File: config.mk
export PLATFORM = sky130hd
export DESIGN_NAME = mem_cycle_sequencer
export DESIGN_NICKNAME = d
export VERILOG_FILES = /design/src/rtl/mem_cycle_sequencer_pkg.sv /design/src/rtl/mem_cycle_sequencer_arbiter.sv /design/src/rtl/mem_cycle_sequencer.sv
export SDC_FILE = /design/constraint.sdc
export NUM_CORES = 1
export LEC_CHECK = 0
export CAP_MARGIN = 20
export CELL_PAD_IN_SITES_DETAIL_PLACEMENT = 1
export CELL_PAD_IN_SITES_GLOBAL_PLACEMENT = 1
export CORE_MARGIN = 1
export CORE_UTILIZATION = 36
export DETAILED_ROUTE_END_ITERATION = 16
export PLACE_DENSITY_LB_ADDON = 0.1
export SYNTH_ARGS = -nofsm -noshare
export SYNTH_HDL_FRONTEND = slang
export SYNTH_SLANG_ARGS = --single-unit
File: constraint.sdc
create_clock -name clk -period 1.75 [get_ports clk]
set_input_delay 0.175 -clock clk [delete_from_list [all_inputs] [get_ports clk]]
set_output_delay 0.175 -clock clk [all_outputs]
set_load 0.005 [all_outputs]
File: src/rtl/mem_cycle_sequencer_pkg.sv
// Shared types and defaults for the core-memory cycle sequencer.
// Phase encoding, owner codes and default phase lengths.
package mem_seq_pkg;

   typedef enum logic [2:0] {
      IDLE    = 3'd0,
      SELECT  = 3'd1,
      READ    = 3'd2,
      SENSE   = 3'd3,
      WRITE   = 3'd4,
      RECOVER = 3'd5
   } state_t;

   localparam logic OWN_CPU = 1'b0;
   localparam logic OWN_DA  = 1'b1;

   localparam int DEF_READ_LEN   = 4;
   localparam int DEF_WRITE_LEN  = 4;
   localparam int DEF_RECOV_LEN  = 2;
   localparam int DEF_STARVE_MAX = 3;

   // Largest of three phase lengths; sizes the shared phase counter.
   function automatic int max3(input int a, input int b, input int c);
      int m;
      m = a;
      if (b > m) m = b;
      if (c > m) m = c;
      return m;
   endfunction

endpackage

File: src/rtl/mem_cycle_sequencer_arbiter.sv
// CPU / data adapter arbitration with a starvation guard for the CPU.
// The data adapter is favoured until the CPU has waited STARVE_MAX grants.
module mem_req_arbiter
   import mem_seq_pkg::*;
#(
   parameter int STARVE_MAX = DEF_STARVE_MAX
) (
   input  logic clk,
   input  logic rst,
   input  logic cpu_req,
   input  logic da_req,
   input  logic arb_en,
   output logic winner,
   output logic valid
);

   localparam int SW = $clog2(STARVE_MAX + 1);

   logic [SW-1:0] starve_r;
   logic [SW-1:0] starve_nxt_s;
   logic          starved_s;
   logic          winner_s;

   assign starved_s = (starve_r == SW'(STARVE_MAX));
   assign winner    = winner_s;
   assign valid     = arb_en & (cpu_req | da_req);

   // Winner selection and next starvation count.
   always_comb begin
      winner_s     = OWN_CPU;
      starve_nxt_s = starve_r;
      if (cpu_req & da_req) begin
         winner_s = starved_s ? OWN_CPU : OWN_DA;
      end else if (da_req) begin
         winner_s = OWN_DA;
      end else begin
         winner_s = OWN_CPU;
      end
      if (arb_en) begin
         if (!cpu_req) begin
            starve_nxt_s = {SW{1'b0}};
         end else if (da_req && (winner_s == OWN_DA)) begin
            starve_nxt_s = starved_s ? starve_r : (starve_r + SW'(1));
         end else begin
            starve_nxt_s = {SW{1'b0}};
         end
      end else begin
         starve_nxt_s = starve_r;
      end
   end

   // Starvation counter register.
   always_ff @(posedge clk or posedge rst) begin
      if (rst) begin
         starve_r <= {SW{1'b0}};
      end else begin
         starve_r <= starve_nxt_s;
      end
   end

endmodule

File: src/rtl/mem_cycle_sequencer.sv
// One core-memory cycle at a time: select, destructive read, sense, write/restore,
// recovery; drives the module-select and drive strobes. Outputs are registered.
module mem_cycle_sequencer
   import mem_seq_pkg::*;
#(
   parameter int READ_LEN   = DEF_READ_LEN,
   parameter int WRITE_LEN  = DEF_WRITE_LEN,
   parameter int RECOV_LEN  = DEF_RECOV_LEN,
   parameter int STARVE_MAX = DEF_STARVE_MAX
) (
   input  logic clk,
   input  logic reset,
   input  logic cpu_req,
   input  logic cpu_wr,
   input  logic cpu_sel_b,
   input  logic da_req,
   input  logic da_wr,
   input  logic da_sel_b,
   input  logic duplex,
   input  logic cmp_err,
   input  logic err_clr,
   output logic cpu_gnt,
   output logic da_gnt,
   output logic owner,
   output logic mao,
   output logic mbo,
   output logic rd,
   output logic strobe,
   output logic inhbs,
   output logic wdata_en,
   output logic busy,
   output logic done,
   output logic err
);

   localparam int PW = $clog2(max3(READ_LEN, WRITE_LEN, RECOV_LEN) + 1);

   state_t        state_r, state_nxt_s;
   logic [PW-1:0] cnt_r, cnt_nxt_s;
   logic          own_r, own_nxt_s;
   logic          wr_r, wr_nxt_s;
   logic          selb_r, selb_nxt_s;
   logic          dup_r, dup_nxt_s;
   logic          err_r;
   logic          arb_en_s, arb_valid_s, arb_winner_s;
   logic          cnt_zero_s;

   logic cpu_gnt_r, da_gnt_r, owner_r, mao_r, mbo_r, rd_r, strobe_r;
   logic inhbs_r, wdata_en_r, busy_r, done_r;
   logic cpu_gnt_d, da_gnt_d, owner_d, mao_d, mbo_d, rd_d, strobe_d;
   logic inhbs_d, wdata_en_d, busy_d, done_d, sel_d;

   assign cnt_zero_s = (cnt_r == {PW{1'b0}});
   assign arb_en_s   = (state_r == IDLE) | ((state_r == RECOVER) & cnt_zero_s);

   mem_req_arbiter #(
      .STARVE_MAX(STARVE_MAX)
   ) u_arb (
      .clk    (clk),
      .rst    (reset),
      .cpu_req(cpu_req),
      .da_req (da_req),
      .arb_en (arb_en_s),
      .winner (arb_winner_s),
      .valid  (arb_valid_s)
   );

   // Phase sequencing; the winner's attributes are captured on entry to SELECT.
   always_comb begin
      state_nxt_s = state_r;
      cnt_nxt_s   = cnt_r;
      own_nxt_s   = own_r;
      wr_nxt_s    = wr_r;
      selb_nxt_s  = selb_r;
      dup_nxt_s   = dup_r;
      case (state_r)
         IDLE, RECOVER: begin
            if ((state_r == RECOVER) && !cnt_zero_s) begin
               cnt_nxt_s = cnt_r - PW'(1);
            end else if (arb_valid_s) begin
               state_nxt_s = SELECT;
               own_nxt_s   = arb_winner_s;
               wr_nxt_s    = (arb_winner_s == OWN_DA) ? da_wr : cpu_wr;
               selb_nxt_s  = (arb_winner_s == OWN_DA) ? da_sel_b : cpu_sel_b;
               dup_nxt_s   = duplex;
            end else begin
               state_nxt_s = IDLE;
            end
         end
         SELECT: begin
            state_nxt_s = READ;
            cnt_nxt_s   = PW'(READ_LEN - 1);
         end
         READ: begin
            if (cnt_zero_s) begin
               state_nxt_s = SENSE;
            end else begin
               cnt_nxt_s = cnt_r - PW'(1);
            end
         end
         SENSE: begin
            state_nxt_s = WRITE;
            cnt_nxt_s   = PW'(WRITE_LEN - 1);
         end
         WRITE: begin
            if (cnt_zero_s) begin
               state_nxt_s = RECOVER;
               cnt_nxt_s   = PW'(RECOV_LEN - 1);
            end else begin
               cnt_nxt_s = cnt_r - PW'(1);
            end
         end
         default: begin
            state_nxt_s = IDLE;
            cnt_nxt_s   = {PW{1'b0}};
         end
      endcase
   end

   // Output decode from the next state so the registered strobes line up with the phase.
   always_comb begin
      sel_d      = (state_nxt_s == SELECT) | (state_nxt_s == READ) |
                   (state_nxt_s == SENSE)  | (state_nxt_s == WRITE);
      busy_d     = (state_nxt_s != IDLE);
      cpu_gnt_d  = (state_nxt_s == SELECT) & (own_nxt_s == OWN_CPU);
      da_gnt_d   = (state_nxt_s == SELECT) & (own_nxt_s == OWN_DA);
      owner_d    = busy_d & own_nxt_s;
      mao_d      = sel_d & (dup_nxt_s | ~selb_nxt_s);
      mbo_d      = sel_d & (dup_nxt_s | selb_nxt_s);
      rd_d       = (state_nxt_s == READ);
      strobe_d   = (state_nxt_s == SENSE);
      inhbs_d    = (state_nxt_s == WRITE);
      wdata_en_d = (state_nxt_s == WRITE) & wr_nxt_s;
      done_d     = (state_nxt_s == RECOVER) & (cnt_nxt_s == {PW{1'b0}});
   end

   // Sequencer state, captured cycle attributes and registered outputs.
   always_ff @(posedge clk or posedge reset) begin
      if (reset) begin
         state_r    <= IDLE;
         cnt_r      <= {PW{1'b0}};
         own_r      <= OWN_CPU;
         wr_r       <= 1'b0;
         selb_r     <= 1'b0;
         dup_r      <= 1'b0;
         cpu_gnt_r  <= 1'b0;
         da_gnt_r   <= 1'b0;
         owner_r    <= 1'b0;
         mao_r      <= 1'b0;
         mbo_r      <= 1'b0;
         rd_r       <= 1'b0;
         strobe_r   <= 1'b0;
         inhbs_r    <= 1'b0;
         wdata_en_r <= 1'b0;
         busy_r     <= 1'b0;
         done_r     <= 1'b0;
      end else begin
         state_r    <= state_nxt_s;
         cnt_r      <= cnt_nxt_s;
         own_r      <= own_nxt_s;
         wr_r       <= wr_nxt_s;
         selb_r     <= selb_nxt_s;
         dup_r      <= dup_nxt_s;
         cpu_gnt_r  <= cpu_gnt_d;
         da_gnt_r   <= da_gnt_d;
         owner_r    <= owner_d;
         mao_r      <= mao_d;
         mbo_r      <= mbo_d;
         rd_r       <= rd_d;
         strobe_r   <= strobe_d;
         inhbs_r    <= inhbs_d;
         wdata_en_r <= wdata_en_d;
         busy_r     <= busy_d;
         done_r     <= done_d;
      end
   end

   // Sticky duplex miscompare; a set in the same clock as a clear wins.
   always_ff @(posedge clk or posedge reset) begin
      if (reset) begin
         err_r <= 1'b0;
      end else if ((state_r == SENSE) && dup_r && cmp_err) begin
         err_r <= 1'b1;
      end else if (err_clr) begin
         err_r <= 1'b0;
      end else begin
         err_r <= err_r;
      end
   end

   assign cpu_gnt  = cpu_gnt_r;
   assign da_gnt   = da_gnt_r;
   assign owner    = owner_r;
   assign mao      = mao_r;
   assign mbo      = mbo_r;
   assign rd       = rd_r;
   assign strobe   = strobe_r;
   assign inhbs    = inhbs_r;
   assign wdata_en = wdata_en_r;
   assign busy     = busy_r;
   assign done     = done_r;
   assign err      = err_r;

endmodule

==> summary.md <==
| Metric | Value |
|---|---|
| Outcome | `finished, final reports clean` |
| Post-synth top cells | `dfrtp_1 (24), a21oi_1 (12), inv_1 (9), nor2_1 (9), o21ai_0 (6)` |
| DR iter-0 viols | `35` |
| Switching Share | `39.7%` |
| Hpwl dp | `2540 µm` |
| WL met1 | `1420 µm` |
| Initial Util | `38.6%` |
| Relative slew slack | `70.9%` |
| RSZ-0062 raised after global routing | `false` |
| Initial antenna violation count | `0` |
| Worst EP required | `1.97 ns` |
| Via-to-Cell Ratio | `5.29` |
| Number of buffers created by CTS | `3` |
| CP Capture Type | `flip-flop` |
| Fillcell total | `402` |
| Synth top area share | `45.5%` |
| Vias in the first global route | `1151` |
| Clock Power Share | `under 10%` |
| Final Wtd Congestion | `0.759` |
| Crit start category | `flip-flop` |
| Routed WL per cell | `15.5 µm` |
| Post-Syn Nets | `146` |
| Pin count of the biggest net entering global routing | `25` |
| Remaining global-route overflow | `0` |
| Clock Sinks | `24` |
| CP Buf/Inv Count | `2` |
| Number of cells on the critical path | `6` |
| Synth area leaders | `dfrtp_1 (45%), a21oi_1 (4.5%), ha_1 (3.8%), inv_1 (2.6%), nor2_1 (2.6%)` |
| Net switching power | `~1.1 mW` |
| Area Growth Syn to Fin | `29.1%` |
| Max Slew Vio Count | `0` |
| Max VDD drop | `0.639 mV` |
| Syn avg cell area | `just over 10 µm²` |
| Worst reg2reg path startpoint | `cnt_r[2]` |
| Leak | `0.717 nW` |
| CP Cell Sequence | `buf_4 > nand4b_1 > a21oi_4 > buf_6 > nor3b_1 > a211oi_1` |
| Core ar. | `0.00342 mm²` |
| Chip Width | `approximately 63 µm` |
| EDFF count, synth | `0` |
| Master of the slowest instance on the critical path | `dfrtp_1` |
| Most used DFF post-synth | `dfrtp_1` |
| IO Pins | `23` |
| Design area | `0.00170 mm²` |
| Clock Path Buffers | `2` |
| H-tree depth | `1` |
| Worst slew pin tran | `0.436 ns` |
| Met3 WL | `123 µm` |
| Async SR Flop Fraction | `100%` |
| Clock latency on the worst-skew pair | `a little over 0.3 ns` |
| WL final | `3260 µm` |
| Final Cycle Share | `94.2%` |
| Clk root buf | `clkbuf_4` |
| FF-to-FF End | `mao` |
| Final setup fails | `0` |
| P per Cell Area | `1660 mW/mm²` |
| Arrival @ worst endpoint | `between 1.5 and 2 ns` |
| Register bit total from synthesis | `24` |
| Post-Place Cells | `206` |
| Finished Core Util | `49.9%` |
| Top layer reached by signal wires | `met4` |
| Final Power | `around 2.8 mW` |
| Routed wl met2 | `between 1500 and 2000 µm` |
| Fraction of layout cells with a size suffix above 1 | `22.0%` |
| Combinational power share | `57.3%` |
| Register area share after synthesis | `45.5%` |
| Worst Skew | `0.00525 ns` |
| FMAX | `0.607 GHz` |
| CP Max Fanout | `6` |
| Library cells used by synthesis | `45` |
| Clock Pin Slew Worst Setup and Hold Paths | `0.13 ns` |
| # diodes | `0` |
| Most common cell in the netlist | `dfrtp_1` |
| Drt pass-1 iters | `4` |
| Worst R2R Setup Slack | `0.10 ns` |
| Site Rows | `21` |
| Global Route Usage Sum | `18.4%` |
| Power Internal | `1.71 mW` |
| Leading area contributor after synthesis | `dfrtp_1` |
| Number of port buffers | `22` |
| Final hold violations | `0` |
| CTS tree | `yes` |
| First-pass GRT wire length | `5580 µm` |
| Worst Reg-to-Reg Cells | `6` |
| Nets | `181` |
| HP Class | `in -> async` |
| Slowest stage delay, CP | `0.45 ns` |
| WS Path Type | `reg -> reg` |
| Die Y | `between 60 and 70 µm` |
| Die area | `roughly 0.0039 mm²` |
| Max-Cap Viols | `0` |
| Worst path top cell family by delay | `compound AO/OA/AOI/OAI gates` |
| Post-route minimum period | `1.65 ns` |
| Remaining DRCs | `0` |
| Cell Area, Synth | `0.00132 mm²` |
| Synth Instances | `about 130` |
| Post-Place Cell Area | `0.00165 mm²` |
| Yosys warning count | `0` |
| Vias | `~1100` |
| Routed Antenna Nets | `0` |
| Power share of the sequential group | `34.1%` |
| Layout Cells excl Fill | `between 200 and 250` |
==> cell families (layout without fill, tap and decap cells) <==
| group | Yosys count | after routing | share of synthesized area, % |
|---|---|---|---|
| AO/OA/AOI/OAI | 38 | 38 | 21.6 |
| XOR/XNOR | 2 | 2 | 1.33 |
| adder cells (fa/ha/maj) | 4 | 4 | 3.79 |
| buffers and inverters | 19 | 52 | 7.96 |
| flip-flops | 24 | 24 | 45.5 |
| multiplexers | 3 | 3 | 2.37 |
| AND/OR/NAND/NOR | 41 | 41 | 17.4 |
==> repair_timing <==
action,in CTS,in global routing
gates resized for setup,2,5
hold buffers,0,0
endpoints found under the setup margin,6,7
pin swaps,1,3
setup buffers,0,2
==> worst max path at each step <==
stage	slack, ns	end	startpoint
after floorplan	0.08	done	cnt_r[0]
after global placement	0.05	owner	cpu_req
after detailed placement	-0.09	cnt_r[0]	cnt_r[0]
after CTS	0.02	mao	cnt_r[0]
after global routing	0.01	cnt_r[0]	cnt_r[1]
final	0.10	mao	cnt_r[2]
==> per-layer routing <==
metal / track usage (%) / vias up
met3: 2.92 / 4
met1: 21.9 / 543
li1: - / 537
met4: 6.10 / 0
met2: 33.3 / 26
met5: 0 / -
==> worst min-delay path, delay by kind of cell <==
family                 cells  cell delay [ns]
buffers and inverters      3             0.74
==> power by group through the flow <==
stage,Clock [mW],Combinational [mW],Sequential [mW]
final,0.244,1.62,0.965
after detailed placement,0,1.56,0.966
after global routing,0.272,1.79,0.993
after global placement,0,1.49,0.951
after floorplan,0,1.03,0.894
after CTS,0.254,1.58,0.960
==> per-stage QoR <==
step / setup TNS (ns) / hold WS, ns / setup WS, ns
6_report: 0 / 0.200 / 0.101
4_1_cts: 0 / 0.214 / 0.0165
2_1_floorplan: 0 / 0.190 / 0.0841
3_5_place_dp: -0.206 / 0.515 / -0.0929
3_3_place_gp: 0 / 0.503 / 0.0507
5_1_grt: 0 / 0.224 / 0.0109
==> sequential cells by signal, indices dropped and copies added, names as in the netlist <==
signal          flops
busy                1
cnt_r               3
cpu_gnt             1
da_gnt              1
done                1
dup_r               1
err                 1
inhbs               1
mao                 1
mbo                 1
own_r               1
owner               1
rd                  1
selb_r              1
state_r             3
strobe              1
u_arb.starve_r      2
wdata_en            1
wr_r                1
==> final cells by class <==
type	count	area (µm²)	area share [%]
Clock buffer	3	22.5	1.32
Sequential cell	24	601	35.2
Multi-Input combinational cell	88	634	37.2
Timing Repair Buffer	39	352	20.6
Tap cell	46	57.6	3.38
Inverter	10	37.5	2.20
==> cell usage in the layout (no fill, tap or decap), drive strengths merged, types with 2 or more instances in the layout <==
cell type / count
nor2b: 3
nand2b: 2
or3: 2
a211oi: 3
buf: 17
o21ai: 6
clkbuf: 3
nor3: 3
nand2: 5
xnor2: 2
clkdlybuf4s50: 22
nand4: 3
a221oi: 2
o32ai: 2
inv: 10
o22ai: 4
nor2: 9
mux2i: 2
nand3: 4
dfrtp: 24
ha: 4
nor3b: 2
a21oi: 13
No activity file was read; power rests on OpenSTA's default activity.
